$ cat config.mk
export PLATFORM = sky130hd
export DESIGN_NAME = cpu_mc_flat
export DESIGN_NICKNAME = d
export VERILOG_FILES = /design/src/rtl/cpu_mc_if.sv /design/src/rtl/cpu_mc.sv /design/src/flat_wrapper.sv
export SDC_FILE = /design/constraint.sdc
export NUM_CORES = 1
export LEC_CHECK = 0
export ABC_AREA = 1
export CORE_MARGIN = 1
export CORE_UTILIZATION = 60
export DETAILED_ROUTE_END_ITERATION = 12
export GPL_ROUTABILITY_DRIVEN = 0
export GPL_TIMING_DRIVEN = 0
export PLACE_DENSITY = 0.9
export SKIP_CTS_REPAIR_TIMING = 1
export SLEW_MARGIN = 20
export SYNTH_ARGS = -nofsm -noshare
export SYNTH_HDL_FRONTEND = slang
export SYNTH_SLANG_ARGS = --single-unit
$ cat constraint.sdc
create_clock -name CLK -period 3.8 [get_ports CLK]
set_input_delay 0.38 -clock CLK [delete_from_list [all_inputs] [get_ports CLK]]
set_output_delay 0.38 -clock CLK [all_outputs]
set_load 0.01 [all_outputs]
$ cat src/rtl/cpu_mc_if.sv
// cpu_mc_if: instruction and data memory req/ack bus of the cpu_mc core.
// master = core side, slave = memory controller side.
interface cpu_mc_if #(
    parameter int unsigned DW  = 8,
    parameter int unsigned PCW = 8
);
    logic           I_REQ;
    logic [PCW-1:0] I_ADDR;
    logic           I_ACK;
    logic [15:0]    I_DATA;
    logic           D_REQ;
    logic           D_WE;
    logic [DW-1:0]  D_ADDR;
    logic [DW-1:0]  D_WDATA;
    logic           D_ACK;
    logic [DW-1:0]  D_RDATA;

    modport master (
        output I_REQ, I_ADDR, D_REQ, D_WE, D_ADDR, D_WDATA,
        input  I_ACK, I_DATA, D_ACK, D_RDATA
    );

    modport slave (
        input  I_REQ, I_ADDR, D_REQ, D_WE, D_ADDR, D_WDATA,
        output I_ACK, I_DATA, D_ACK, D_RDATA
    );
endinterface

$ cat src/rtl/cpu_mc.sv
// cpu_mc: multicycle core for the 16-bit ISA with a DW-bit datapath, PCW-bit byte PC and
// req/ack instruction/data ports that tolerate wait states.
// Optional feature: define ILLEGAL_TRAP_EN to add the sticky ILLEGAL output and trap
// undefined opcodes into HALT; without it undefined opcodes retire as NOP.
module cpu_mc #(
    parameter int unsigned DW   = 8,
    parameter int unsigned PCW  = 8,
    parameter int unsigned NREG = 8
) (
    input  logic           CLK,
    input  logic           RESET_L,
    input  logic           EN_L,
    cpu_mc_if.master       bus,
    output logic [PCW-1:0] PC,
    output logic           HALTED,
`ifdef ILLEGAL_TRAP_EN
    output logic           RETIRE,
    output logic           ILLEGAL
`else
    output logic           RETIRE
`endif
);

    typedef enum logic [1:0] {StFetch, StExec, StMem, StHalt} state_e;

    state_e         state_q;
    logic [15:0]    ir_q;
    logic [PCW-1:0] pc_q;
    logic           i_req_q;
    logic           d_req_q;
    logic           d_we_q;
    logic [DW-1:0]  d_addr_q;
    logic [DW-1:0]  d_wdata_q;
    logic           halted_q;
    logic           retire_q;
    logic           en_seen_q;
    logic [DW-1:0]  regs_q [NREG];
`ifdef ILLEGAL_TRAP_EN
    logic           illegal_q;
    logic           is_illegal;
`endif

    // Instruction fields
    logic [3:0] op;
    logic [2:0] rs, rt, rd, fn;
    logic [5:0] imm;
    assign op  = ir_q[15:12];
    assign rs  = ir_q[11:9];
    assign rt  = ir_q[8:6];
    assign rd  = ir_q[5:3];
    assign fn  = ir_q[2:0];
    assign imm = ir_q[5:0];

    // R0 always reads zero; writes are old-value-read since they land at the edge
    logic [DW-1:0] rs_val, rt_val;
    assign rs_val = (rs == 3'd0) ? '0 : regs_q[rs];
    assign rt_val = (rt == 3'd0) ? '0 : regs_q[rt];

    logic [DW-1:0]  imm_dw;
    logic [PCW-1:0] imm_pc, pc_inc, br_tgt;
    assign imm_dw = {{(DW-6){imm[5]}}, imm};
    assign imm_pc = {{(PCW-6){imm[5]}}, imm};
    assign pc_inc = pc_q + PCW'(2);
    assign br_tgt = pc_inc + (imm_pc << 1);

    logic          wr_en, br_taken, is_mem, is_halt;
    logic [2:0]    wr_idx;
    logic [DW-1:0] wr_val, alu_res;

    // ALU for register-register ops
    always_comb begin
        alu_res = '0;
        case (fn)
            3'b000:  alu_res = rs_val + rt_val;
            3'b001:  alu_res = rs_val - rt_val;
            3'b010:  alu_res = rs_val;
            3'b011:  alu_res = $signed(rs_val) >>> 1;
            3'b100:  alu_res = rs_val << 1;
            3'b101:  alu_res = rs_val & rt_val;
            3'b110:  alu_res = rs_val | rt_val;
            default: alu_res = rs_val ^ rt_val;
        endcase
    end

    // Instruction decode: register write, branch decision, memory/halt/illegal class
    always_comb begin
        wr_en    = 1'b0;
        wr_idx   = rt;
        wr_val   = '0;
        br_taken = 1'b0;
        is_mem   = 1'b0;
        is_halt  = 1'b0;
`ifdef ILLEGAL_TRAP_EN
        is_illegal = 1'b0;
`endif
        case (op)
            4'b0000: is_halt = (fn == 3'b001);
            4'b1111: begin
                wr_en  = 1'b1;
                wr_idx = rd;
                wr_val = alu_res;
            end
            4'b0010, 4'b0100: is_mem = 1'b1;
            4'b0101: begin wr_en = 1'b1; wr_val = rs_val + imm_dw; end
            4'b0110: begin wr_en = 1'b1; wr_val = rs_val & imm_dw; end
            4'b0111: begin wr_en = 1'b1; wr_val = rs_val | imm_dw; end
            4'b1000: br_taken = (rs_val == rt_val);
            4'b1001: br_taken = (rs_val != rt_val);
            4'b1010: br_taken = ~rs_val[DW-1];
            4'b1011: br_taken = rs_val[DW-1];
`ifdef ILLEGAL_TRAP_EN
            4'b0001, 4'b0011, 4'b1100, 4'b1101, 4'b1110: is_illegal = 1'b1;
`endif
            default: ;
        endcase
    end

    // Control FSM, register file and registered bus/status outputs
    always_ff @(posedge CLK or negedge RESET_L) begin
        if (!RESET_L) begin
            state_q   <= StFetch;
            ir_q      <= '0;
            pc_q      <= '0;
            i_req_q   <= 1'b0;
            d_req_q   <= 1'b0;
            d_we_q    <= 1'b0;
            d_addr_q  <= '0;
            d_wdata_q <= '0;
            halted_q  <= 1'b0;
            retire_q  <= 1'b0;
            en_seen_q <= 1'b0;
`ifdef ILLEGAL_TRAP_EN
            illegal_q <= 1'b0;
`endif
            for (int i = 0; i < int'(NREG); i++) regs_q[i] <= '0;
        end else begin
            retire_q <= 1'b0;
            unique case (state_q)
                StFetch: begin
                    // Once raised, the request stays up until acked regardless of EN_L
                    if (!i_req_q) begin
                        if (!EN_L) i_req_q <= 1'b1;
                    end else if (bus.I_ACK) begin
                        i_req_q <= 1'b0;
                        ir_q    <= bus.I_DATA;
                        state_q <= StExec;
                    end
                end
                StExec: begin
`ifdef ILLEGAL_TRAP_EN
                    if (is_illegal) begin
                        illegal_q <= 1'b1;
                        halted_q  <= 1'b1;
                        en_seen_q <= 1'b0;
                        state_q   <= StHalt;
                    end else
`endif
                    if (is_mem) begin
                        d_req_q   <= 1'b1;
                        d_we_q    <= (op == 4'b0100);
                        d_addr_q  <= rs_val + imm_dw;
                        d_wdata_q <= (op == 4'b0100) ? rt_val : '0;
                        state_q   <= StMem;
                    end else begin
                        if (wr_en && wr_idx != 3'd0) regs_q[wr_idx] <= wr_val;
                        pc_q     <= br_taken ? br_tgt : pc_inc;
                        retire_q <= 1'b1;
                        if (is_halt) begin
                            halted_q  <= 1'b1;
                            en_seen_q <= 1'b0;
                            state_q   <= StHalt;
                        end else begin
                            // Pre-raise the next fetch so back-to-back instructions take 2 cycles
                            i_req_q <= ~EN_L;
                            state_q <= StFetch;
                        end
                    end
                end
                StMem: begin
                    if (bus.D_ACK) begin
                        d_req_q <= 1'b0;
                        if (!d_we_q && rt != 3'd0) regs_q[rt] <= bus.D_RDATA;
                        pc_q     <= pc_inc;
                        retire_q <= 1'b1;
                        i_req_q  <= ~EN_L;
                        state_q  <= StFetch;
                    end
                end
                StHalt: begin
                    // Resume only on a fresh high-then-low of EN_L, never on a held low
                    if (EN_L) begin
                        en_seen_q <= 1'b1;
                    end else if (en_seen_q) begin
                        en_seen_q <= 1'b0;
                        halted_q  <= 1'b0;
                        i_req_q   <= 1'b1;
                        state_q   <= StFetch;
                    end
                end
                default: state_q <= StFetch;
            endcase
        end
    end

    assign bus.I_REQ   = i_req_q;
    assign bus.I_ADDR  = pc_q;
    assign bus.D_REQ   = d_req_q;
    assign bus.D_WE    = d_we_q;
    assign bus.D_ADDR  = d_addr_q;
    assign bus.D_WDATA = d_wdata_q;
    assign PC          = pc_q;
    assign HALTED      = halted_q;
    assign RETIRE      = retire_q;
`ifdef ILLEGAL_TRAP_EN
    assign ILLEGAL     = illegal_q;
`endif

endmodule
$ cat src/flat_wrapper.sv
// flat-port wrapper written by rule: the top's interface ports become plain ports
module cpu_mc_flat 
#(
    parameter int unsigned DW   = 8,
    parameter int unsigned PCW  = 8,
    parameter int unsigned NREG = 8
)
  (CLK, RESET_L, EN_L, PC, HALTED, RETIRE, bus_I_REQ, bus_I_ADDR, bus_D_REQ, bus_D_WE, bus_D_ADDR, bus_D_WDATA, bus_I_ACK, bus_I_DATA, bus_D_ACK, bus_D_RDATA);
  cpu_mc_if #(.DW(DW), .PCW(PCW)) bus_i ();
  input  logic CLK;
  input  logic RESET_L;
  input  logic EN_L;
  output logic [PCW-1:0] PC;
  output logic HALTED;
  output logic RETIRE;
  output wire logic [$bits(bus_i.I_REQ)-1:0] bus_I_REQ;
  output wire logic [$bits(bus_i.I_ADDR)-1:0] bus_I_ADDR;
  output wire logic [$bits(bus_i.D_REQ)-1:0] bus_D_REQ;
  output wire logic [$bits(bus_i.D_WE)-1:0] bus_D_WE;
  output wire logic [$bits(bus_i.D_ADDR)-1:0] bus_D_ADDR;
  output wire logic [$bits(bus_i.D_WDATA)-1:0] bus_D_WDATA;
  input wire logic [$bits(bus_i.I_ACK)-1:0] bus_I_ACK;
  input wire logic [$bits(bus_i.I_DATA)-1:0] bus_I_DATA;
  input wire logic [$bits(bus_i.D_ACK)-1:0] bus_D_ACK;
  input wire logic [$bits(bus_i.D_RDATA)-1:0] bus_D_RDATA;
  assign bus_I_REQ = bus_i.I_REQ;
  assign bus_I_ADDR = bus_i.I_ADDR;
  assign bus_D_REQ = bus_i.D_REQ;
  assign bus_D_WE = bus_i.D_WE;
  assign bus_D_ADDR = bus_i.D_ADDR;
  assign bus_D_WDATA = bus_i.D_WDATA;
  assign bus_i.I_ACK = bus_I_ACK;
  assign bus_i.I_DATA = bus_I_DATA;
  assign bus_i.D_ACK = bus_D_ACK;
  assign bus_i.D_RDATA = bus_D_RDATA;
  cpu_mc #(.DW(DW), .PCW(PCW), .NREG(NREG)) u_core (.CLK(CLK), .RESET_L(RESET_L), .EN_L(EN_L), .bus(bus_i), .PC(PC), .HALTED(HALTED), .RETIRE(RETIRE));
endmodule
Word-level counts from Yosys, hierarchy flattened
Cells that the tools add are included.

cells by class
  multiplexer cells = 63
  reduce and logical (&&, ||, !) cells = 25
  bitwise logic cells = 10
  eq/ne operators = 32
  add/sub/neg operators = 5
  $lt $le $gt $ge = 5

operator list
  kind                  number
  $mux W64              4
  $bwmux W64            2
  $pmux W64 S2          1
  $mux W8               12
  $pmux W8 S7           1
  $bmux W8 S3           2
  $demux W8 S3          2
  $pmux W8 S4           1
  $add A8 B8 Y8         3
  $mux W1               22
  $eq A4 B4 Y1 const B  5
  $reduce_and A5 Y1     4
  $and A8 B8 Y8         2
  $eq A4 B3 Y1 const B  4
  $or A8 B8 Y8          2
  $pmux W8 S2           1
  $mux W2               7
  $ge A4 B4 Y1 const B  3
  $ne A2 B1 Y1 const B  6
  $not A3 Y4            3
  $reduce_and A3 Y1     4
  $ne A2 B2 Y1 const B  5
  $eq A3 B3 Y1 const B  3
  $logic_not A3 Y1      3
  25 further kinds      38

word-level totals
  word-level logic and storage cells = 159
  bits of input ports = 29
  register bits after elaboration = 112
  output and inout bits = 37

Depth between registers and ports, before layout
  word-level depth = 12
  mapped depth = 23
  mapped depth without buffers = 23

Least setup slack after synthesis
Ideal clock, no wire load.

  kind = reg2reg
  start = register u_core.ir_q[7]
  end = register u_core.regs_q[10] (netlist name)
  data required time = 3,679 ps
  path slack = 581 ps
  cell stages (with the launch flop) = 19
  setup time = 121 ps
  data arrival time = 3,098 ps
  buffers on the path = 1
  period minus slack after synthesis = 3,219 ps
  path through = dfrtp_1 > inv_1 > nor2_1 > inv_1 > clkbuf_1 > o221ai_1 > a211oi_1 > inv_1 > ha_1 > fa_1 > or2_2 > nand3_1 > nand3_1 > nor2_1 > o21ai_0 > o21ai_0 > nand2_1 > nand2_1 > a21boi_1

on the way
  longest elaborated chain between the ends = 12
  elaborated cells between the ends (all ways) = 39
  those cells by class = 2 x add/sub; 4 x order compare; 2 x eq/ne; 18 x mux; 5 x bitwise; 8 x reduce/logical

RTL lines
  what                                         RTL line                     RTL
  start, declared                              cpu_mc.sv:27                 logic [15:0] ir_q;
  start signal, assigned                       cpu_mc.sv:145                ir_q <= bus.I_DATA;
  $not A3 Y4 (implied by the code)             cpu_mc.sv:57, cpu_mc.sv:182
  $bmux W8 S3                                  cpu_mc.sv:57                 assign rt_val = (rt == 3'd0) ? '0 : regs_q[rt];
  $mux W8 (implied by the code) (2 in series)  cpu_mc.sv:57
  $mux W8                                      cpu_mc.sv:57
  $sub A8 B8 Y8 (tied with other cells)        cpu_mc.sv:75                 3'b001: alu_res = rs_val - rt_val;
  $pmux W8 S7                                  cpu_mc.sv:73                 case (fn)
  $pmux W8 S4                                  cpu_mc.sv:96                 case (op)
  $bwmux W64                                   cpu_mc.sv:165                if (wr_en && wr_idx != 3'd0) regs_q[wr_idx] <= wr_val;
  $mux W64                                     cpu_mc.sv:165
  $mux W64                                     cpu_mc.sv:158                if (is_mem) begin
  $pmux W64 S2                                 cpu_mc.sv:138                unique case (state_q)
  end signal, assigned by index                cpu_mc.sv:165
  end signal, assigned by index                cpu_mc.sv:182                if (!d_we_q && rt != 3'd0) regs_q[rt] <= bus.D_RDATA;
  end, declared                                cpu_mc.sv:37                 logic [DW-1:0] regs_q [NREG];

Parallel ways exist; a longest one is shown, timed or not. The select of a mux whose other input is x is not followed.
A chain may end at the register's enable or synchronous reset.

Worst setup path after layout
Same ends and word-level chain as after synthesis.

==> results.md <==
* Ys async rst share at 1.00
* Critical path type: register to register
* Post-route ant nets at 0
* Synth Cell Area at between 8000 and 9000 µm²
* DIE AREA at 15200 µm²
* Maximum fanout along the worst path at 10
* H-tree depth at 3
* Hold Crit Class: register to register
* Tot GR Track Use at 0.392
* Slew HR at 0.329
* Vias in the first global route at 8857
* Sequential area share after synthesis at 0.315
* Worst path top cell family by delay: simple AND/OR/NAND/NOR gates
* Final setup violation count at 0
* N_diodes at 0
* Yosys cell types at 41
* Clock root cell: clkbuf_16
* Antenna violations before repair at 0
* Clock Sinks at 111
* Number of synthesized flops with an enable pin at 0
* Vias/cell at 6.11
* Die height at 123 µm
* Crit path largest cell delay at ~0.45 ns
* IO Port Bufs at 63
* Initial Util at 0.626
* Yosys warns at 0
* Layout area overhead at 16.6%
* Final nets at approximately 1500
* Fin cells at between 1500 and 2000
* Multi-input gate area at approximately 5200 µm²
* Largest net degree at the start of global routing at 68
* Clk pin slew, worst setup/hold paths at approximately 0.080 ns
* Cell Count Post-Placement at between 1500 and 2000
* Status: completed
* Fin crit share at 0.999
* RSZ-0062 raised after global routing: no
* DRT iter0 DRCs at about 1700
* Avg Inst Size Synth at 6.74 µm²
* Mapped Cells at between 1000 and 1500
* FF+latch count, synth at between 100 and 150
* Vias at 9645
* Crit path required time at ~4.1 ns
* Share of post-route cells with drive strength above 1 at 0.0808
* Reg area at between 2000 and 3000 µm²
* First-pass iteration count of the detailed router at 7
* Gr ovfl total at 0
* Crit path time final at 3.80 ns
* Critical Path End Type: register
* Fillers at about 1100
* Critical path, cell by cell: inv_2 > nor2_4 > inv_1 > clkbuf_4 > o221ai_1 > a211oi_2 > buf_4 > inv_1 > ha_1 > fa_1 > or2_2 > nand3_1 > nand3_1 > nor2_1 > o21ai_0 > o21ai_1 > nand2_2 > nand2_1 > a21boi_1
* Fin. Hold Viols at 0
* CTS Buf Count at 9
* CP startpoint kind: register
* # IOs at between 60 and 70
* Worst-margin pin slew at 0.999 ns
* Most frequent cells in the layout: nand2_1, inv_1, nor2_1, dfrtp_1, nand3_1
* Crit-path slowest cell: fa_1
* Final HPWL DP at about 21000 µm
* First-pass GRT wire length at between 40000 and 50000 µm
* Worst Path Buf+Inv at 5
* Die width at approximately 120 µm
* Max Fclk at 263 MHz
* Routed len/inst at between 15 and 20 µm
* Std cell rows at 43
* Final Max Tran Viols at 0
* Wirelength, routed at 28900 µm
* CP arrival at a little over 4 ns
* Top FF cell, synth: dfrtp_1
* Core Area at approximately 14000 µm²
* Worst-case clock buffer depth at 2
* Max-cap violations at 0
* Fin Clk Skew at 0.0123 ns
* Commonest non-fill, non-tap cell in the layout: nand2_1
* # DRC at 0
* TritonCTS clock tree: yes
* Worst skew pair latency at 0.37 ns
-- synth_stat cells (11+ instances only) --
cell type,instances,area (µm²)
a21oi_1,72,360
clkbuf_1,23,86.3
nand2_1,327,1230
o21ai_0,58,290
ha_1,51,638
o211ai_1,16,120
nor2_1,177,664
inv_1,180,676
a21boi_1,42,315
dfrtp_1,111,2780
nand4_1,16,100
o22ai_1,13,81.3
nand3_1,100,500
xor2_1,11,96.3
a211oi_1,11,82.6
-- flip-flops by register name (all words and copies together) (netlist names) --
register,cells
u_core.bus.D_ADDR,8
u_core.state_q,2
u_core.PC,7
u_core.regs_q,64
u_core.RETIRE,1
u_core.bus.D_WE,1
u_core.bus.I_REQ,1
u_core.ir_q,16
u_core.HALTED,1
u_core.en_seen_q,1
u_core.bus.D_REQ,1
u_core.bus.D_WDATA,8
-- worst reg2reg max path, cell delays in order, from the launching register on --
cell	delay (ns)
dfrtp_1	0.43
inv_2	0.13
nor2_4	0.08
inv_1	0.08
clkbuf_4	0.21
o221ai_1	0.21
a211oi_2	0.26
buf_4	0.17
inv_1	0.06
ha_1	0.26
fa_1	0.45
or2_2	0.31
nand3_1	0.08
nand3_1	0.08
nor2_1	0.11
o21ai_0	0.10
o21ai_1	0.20
nand2_2	0.24
nand2_1	0.15
a21boi_1	0.08
-- routing by layer --
metal  vias to the layer above  wire, µm  global-route usage
met5                         -         0                   0
met4                         0      2000               0.228
met3                       176      3760               0.117
met2                       713     12700               0.616
met1                      4396     10400               0.478
li1                       4360         -                   -
-- kinds of logic (layout without fill, tap and decap cells) --
group,Yosys count,count (layout),share of synthesized area
flops,111,111,0.315
simple gates,653,653,0.313
other cells,1,2,0.000425
compound gates,233,233,0.162
xor+xnor,14,14,0.0139
buf+inv,243,329,0.114
mux,1,1,0.00128
fa+ha+maj,55,55,0.0813
-- stage by stage --
stage | instance area, µm² | TNS [ns] | worst slack [ns] | hold WS [ns] | utilization
floorplan | 8830 | 0 | 0.581 | 0.0844 | -
global placement | 9690 | -229.18 | -1.90 | 0.437 | 0.687
detailed placement | 9720 | -25.05 | -0.629 | 0.339 | 0.689
CTS | 10100 | -26.32 | -0.646 | -0.0510 | 0.713
global route | 10300 | 0 | 0.000789 | 0.493 | 0.730
finish | 10300 | 0 | 0.00429 | 0.462 | 0.730
-- path summary, 6_finish.rpt --
kind	to	depth (start not counted)	startpoint	slack (ns)
setup / recovery	u_core.regs_q[10]$_DFFE_PN0P_	19	u_core.ir_q[7]$_DFFE_PN0P_	0.004
hold / removal	u_core.regs_q[57]$_DFFE_PN0P_	1	u_core.regs_q[57]$_DFFE_PN0P_	0.46
setup reg to reg	u_core.regs_q[10]$_DFFE_PN0P_	19	u_core.ir_q[7]$_DFFE_PN0P_	0.004
hold reg to reg	u_core.regs_q[57]$_DFFE_PN0P_	1	u_core.regs_q[57]$_DFFE_PN0P_	0.46
max in group asynchronous	u_core.state_q[1]$_DFFE_PN0P_	3	RESET_L	2.59
min in group asynchronous	u_core.PC[2]$_DFFE_PN0P_	2	RESET_L	0.51
-- area by class of cell --
class,instances,area share
Multi-Input combinational cell,958,0.506
Sequential cell,111,0.270
Buffer,50,0.0294
Clock buffer,11,0.0246
Timing Repair Buffer,71,0.0694
Inverter,192,0.0704
Tap cell,180,0.0219
Clock inverter,5,0.00839
Power is not shown: default switching activity piles up to over one toggle a cycle in this logic, so the estimate is an artifact.
